File: config.mk
export PLATFORM = sky130hd
export DESIGN_NAME = mac_accumulator
export DESIGN_NICKNAME = d
export VERILOG_FILES = /design/src/rtl/mac_accumulator_pkg.sv /design/src/rtl/mac_accumulator_mult.sv /design/src/rtl/mac_accumulator.sv
export SDC_FILE = /design/constraint.sdc
export NUM_CORES = 1
export LEC_CHECK = 0
export BUFFER_PORTS_ARGS = -buffer_cell sky130_fd_sc_hd__buf_2
export CORE_MARGIN = 3
export CORE_UTILIZATION = 50
export CTS_CLUSTER_DIAMETER = 40
export DETAILED_ROUTE_END_ITERATION = 7
export PLACE_DENSITY = 0.8
export SYNTH_ARGS = -nofsm -noshare
export SYNTH_HDL_FRONTEND = slang
export SYNTH_SLANG_ARGS = --single-unit
File: constraint.sdc
create_clock -name clk -period 2.7 [get_ports clk]
set_input_delay 0.27 -clock clk [delete_from_list [all_inputs] [get_ports clk]]
set_output_delay 0.27 -clock clk [all_outputs]
set_load 0.02 [all_outputs]
File: src/rtl/mac_accumulator_pkg.sv
// mac_accumulator_pkg: shared state encoding and datapath widths for the MAC accumulator
package mac_accumulator_pkg;
  localparam int OPW   = 4;
  localparam int PRODW = 8;
  localparam int ACCW  = 12;
  typedef enum logic [1:0] {IDLE, RUN, DRAIN, DONE} state_t;
endpackage

File: src/rtl/mac_accumulator_mult.sv
// parallelmultiplier: combinational 4x4 unsigned array multiplier built from shifted partial products
module parallelmultiplier (
  input  logic [3:0] a,
  input  logic [3:0] b,
  output logic [7:0] o
);
  logic [7:0] pp [4];
  for (genvar i = 0; i < 4; i++) begin : g_pp
    assign pp[i] = b[i] ? ({4'b0, a} << i) : 8'd0;
  end
  assign o = pp[0] + pp[1] + pp[2] + pp[3];
endmodule

File: src/rtl/mac_accumulator.sv
// mac_accumulator: sums len products of operand pairs through a two-stage multiply/accumulate pipeline
module mac_accumulator
  import mac_accumulator_pkg::*;
(
  input  logic        clk,
  input  logic        rst_n,
  input  logic        start,
  input  logic [3:0]  len,
  input  logic        in_valid,
  output logic        in_ready,
  input  logic [3:0]  in_a,
  input  logic [3:0]  in_b,
  output logic        out_valid,
  input  logic        out_ready,
  output logic [11:0] acc_out,
  output logic        busy
);
  state_t state_q, state_d;
  logic [OPW-1:0] cnt_q, cnt_d, s1_a_q, s1_a_d, s1_b_q, s1_b_d;
  logic s1_v_q, s1_v_d, s2_v_q, s2_v_d, xfer;
  logic [PRODW-1:0] s2_p_q, s2_p_d, prod;
  logic [ACCW-1:0] acc_q, acc_d;

  parallelmultiplier u_mult (.a(s1_a_q), .b(s1_b_q), .o(prod));

  assign in_ready  = state_q == RUN && cnt_q != '0;
  assign xfer      = in_valid && in_ready;
  assign out_valid = state_q == DONE;
  assign busy      = state_q != IDLE;
  assign acc_out   = acc_q;

  // next-state, remaining count, pipeline stages and accumulator update
  always_comb begin
    state_d = state_q;
    cnt_d   = cnt_q;
    s1_v_d  = xfer;
    s1_a_d  = xfer ? in_a : s1_a_q;
    s1_b_d  = xfer ? in_b : s1_b_q;
    s2_v_d  = s1_v_q;
    s2_p_d  = s1_v_q ? prod : s2_p_q;
    acc_d   = s2_v_q ? acc_q + ACCW'(s2_p_q) : acc_q;
    case (state_q)
      IDLE: if (start) begin
        cnt_d   = len;
        acc_d   = '0;
        state_d = len == '0 ? DONE : RUN;
      end
      RUN: if (xfer) begin
        cnt_d   = cnt_q - 4'd1;
        state_d = cnt_q == 4'd1 ? DRAIN : RUN;
      end
      DRAIN: state_d = !s1_v_q && !s2_v_q ? DONE : DRAIN;
      DONE: state_d = out_ready ? IDLE : DONE;
      default: state_d = IDLE;
    endcase
  end

  // state and datapath registers, cleared asynchronously
  always_ff @(posedge clk or negedge rst_n) begin
    if (!rst_n) begin
      state_q <= IDLE;
      cnt_q   <= '0;
      s1_v_q  <= 1'b0;
      s1_a_q  <= '0;
      s1_b_q  <= '0;
      s2_v_q  <= 1'b0;
      s2_p_q  <= '0;
      acc_q   <= '0;
    end else begin
      state_q <= state_d;
      cnt_q   <= cnt_d;
      s1_v_q  <= s1_v_d;
      s1_a_q  <= s1_a_d;
      s1_b_q  <= s1_b_d;
      s2_v_q  <= s2_v_d;
      s2_p_q  <= s2_p_d;
      acc_q   <= acc_d;
    end
  end
endmodule

==> summary.md <==
| Metric | Value |
|---|---|
| Commonest non-fill, non-tap cell in the layout | `dfrtp_1` |
| Register Area | `901 um^2` |
| Max Cap Viol | `0` |
| Hold buffers post-CTS | `0` |
| Routability cong. | `~0.89` |
| Syn nets | `around 270` |
| RSZ-0062 raised after global routing | `true` |
| Min Tclk post-route | `2.78 ns` |
| Distinct cells, synth | `47` |
| Area of the multi-input gates | `around 0.0014 mm^2` |
| # clock sinks | `36` |
| Hold Path Class | `input port to asynchronous set/reset pin` |
| Pwr dens | `about 1400 mW/mm^2` |
| DR DRC count | `0` |
| Async SR Flop Fraction | `100%` |
| Detail Route Antenna Nets | `0` |
| Finished Core Util | `between 60% and 70%` |
| Area grow syn2layout | `15.6%` |
| Horiz. Die Dim | `roughly 75 um` |
| Full die area | `0.00562 mm^2` |
| Status | `finished with violations` |
| Via density | `5.62` |
| CP peak stage delay | `around 0.55 ns` |
| Area of the core | `roughly 0.0045 mm^2` |
| Mapped Cells | `roughly 230` |
| HPWL Detailed | `about 3600 um` |
| Commonest non-fill, non-tap cells in the layout | `dfrtp_1, buf_2, ha_1` |
| Clock Tree Buf Depth | `2` |
| Critical path endpoint category | `flip-flop` |
| Violated checks | `negative setup slack` |
| Port buffer count | `31` |
| Crit Path Class | `flip-flop to flip-flop` |
| Cell Area, Synth | `around 0.0024 mm^2` |
| Layout cell share with drive strength beyond 1 | `roughly 30%` |
| Initial Util | `53.2%` |
| N_diodes | `0` |
| Initial DRC count | `70` |
| VDD IR max | `approximately 0.7 mV` |
| Vias after detailed routing | `~1800` |
| Worst skew pair latency | `about 0.29 ns` |
| CP Data Arrival Time | `just under 3 ns` |
| Final hold vios | `0` |
| Gr ovfl total | `0` |
| Worst slew margin | `about 46%` |
| Final net count | `just over 300` |
| Cell repeated most along the worst path | `fa_1` |
| Total track usage | `between 10% and 20%` |
| DR WL/cell | `approximately 15 um` |
| Crit path launch type | `flip-flop` |
| TritonCTS clock tree | `done` |
| Ys Warns | `0` |
| Required @ worst endpoint | `roughly 2.9 ns` |
| I/O pins | `32` |
| Synthesized flop and latch total | `36` |
| Initial antenna violation count | `0` |
| Post-synth EDFFs | `0` |
| Syn avg cell area | `between 10 and 15 um^2` |
| Die Y | `between 70 and 80 um` |
| Crit-path max FO | `2` |
| Largest net degree at the start of global routing | `37` |
| Post-Layout Cell Count | `320` |
| Root Driver | `clkbuf_8` |
| Final setup viols | `1` |
| Static Leakage | `about 0.0013 uW` |
| Slowest library cell on the worst path | `fa_1` |
| Rows | `24` |
| FF-to-FF setup slack | `-0.08 ns` |
| DP Cell Count | `311` |
| Slew @ Worst Pin | `about 0.8 ns` |
| Clk pin slew, worst setup/hold paths | `about 0.070 ns` |
| Router iterations before antenna repair | `4` |
| Max Slew Vio Count | `0` |
| Depth of the CTS H-tree | `2` |
| Filler cells | `approximately 350` |
| Clk_skew | `0.00627 ns` |
| Post-synthesis sequential area ratio | `37.9%` |
| Top_reg_cell synth | `dfrtp_1` |
| Number of buffers created by CTS | `5` |
| CP cell instances | `and2_4 > fa_1 > fa_1 > ha_2 > fa_2 > a21o_1 > a21oi_2 > xnor2_1 > mux2_2` |
| First-pass GRT wire length | `around 8000 um` |
| Period utilization | `103%` |
| Final Routed Wirelength | `approximately 4600 um` |
| Final WS setup | `-0.0824 ns` |
| Final hold slack | `between 0.06 and 0.07 ns` |
| Fmax | `359 MHz` |
| Vias in the first global route | `between 1500 and 2000` |
[area by class of cell]
class	count	area share, %
inverters	10	1.36
repair buffers	42	8.64
well taps	52	2.37
multi-input cells	172	51.0
clock inverters	2	1.27
clock buffers	6	2.64
flip-flops and latches	36	32.8
[synth_stat cells, types with 3 or more instances]
cell	number	share of area [%]
buf_4	3	0.95
nand2_1	14	2.2
nand3_1	7	1.5
a211oi_1	7	2.2
nand2b_1	3	0.79
mux2_2	14	6.6
and2_1	9	2.4
nor2_1	13	2.1
o21ai_0	10	2.1
fa_1	6	5.1
nand4_1	3	0.79
ha_1	21	11
xnor2_1	5	1.8
a21o_1	5	1.6
a21oi_1	17	3.6
dfrtp_1	36	38
mux2i_1	6	2.5
inv_1	9	1.4
[per-stage QoR]
stage | total power [uW] | setup TNS [ns] | instance area, um^2 | setup WS (ns)
global route | 4250 | -0.267 | 2750 | -0.193
floorplan | 2780 | -0.0722 | 2390 | -0.0722
detailed placement | 3350 | -0.0824 | 2630 | -0.0824
finish | 3840 | -0.0824 | 2750 | -0.0824
CTS | 3850 | -0.0898 | 2740 | -0.0898
global placement | 3270 | -0.0597 | 2630 | -0.0597
[report_power, final]
group	switching (uW)	internal (uW)	total [uW]	leakage, uW
logic	1200	1100	2310	0.000837
registers	262	800	1060	0.000438
clock network	193	274	467	0.0000552
total	1660	2180	3840	0.00133
[registers in the layout (all words and copies together), names as in the netlist]
register and count:
cnt_q 4, s1_v_q 1, s1_b_q 4, acc_out 12, s2_v_q 1, s1_a_q 4, s2_p_q 8, state_q 2
[layer usage]
layer / part of all wire (%) / GRT usage [%]
met2: 50 / 30.9
met4: 1.5 / 6.72
met5: 0 / 0
met3: 3.4 / 3.87
met1: 45 / 23.8
[worst max-delay path: cells and delay by family, from the launching register on]
kind	cells	cell delay, ns
fa+ha+maj	4	1.52
flops	1	0.38
compound gates	2	0.31
mux	1	0.25
simple gates	1	0.16
xor+xnor	1	0.07
[kinds of logic (layout without fill, tap and decap cells)]
kind of cell / count (synthesis) / in the layout / share of synthesized area, %
XOR/XNOR: 7 / 7 / 2.58
AO/OA/AOI/OAI: 54 / 54 / 15.5
multiplexers: 20 / 20 / 9.15
flip-flops: 36 / 36 / 37.9
buffers and inverters: 17 / 60 / 3.79
AND/OR/NAND/NOR: 64 / 64 / 15.0
adder cells (fa/ha/maj): 27 / 27 / 16.1
[repair_timing]
action                                 CTS  global route
setup buffers                            0             1
endpoints found under the hold margin    0             0
resized for setup                        1             0
setup endpoints to repair                1             2
pin swaps                                1             3
[final timing paths]
path	from	endpoint	cells after the start
min	rst_n	acc_out[6]$_DFF_PN0_	1
max reg2reg	s1_a_q[2]$_DFFE_PN0P_	s2_p_q[7]$_DFFE_PN0P_	9
min reg2reg	s2_p_q[4]$_DFFE_PN0P_	s2_p_q[4]$_DFFE_PN0P_	1
min in group clk	in_b[0]	s1_b_q[0]$_DFFE_PN0P_	2
max	s1_a_q[2]$_DFFE_PN0P_	s2_p_q[7]$_DFFE_PN0P_	9
max in group asynchronous	rst_n	cnt_q[2]$_DFFE_PN0P_	1
Power figures use the tool's default switching activity.
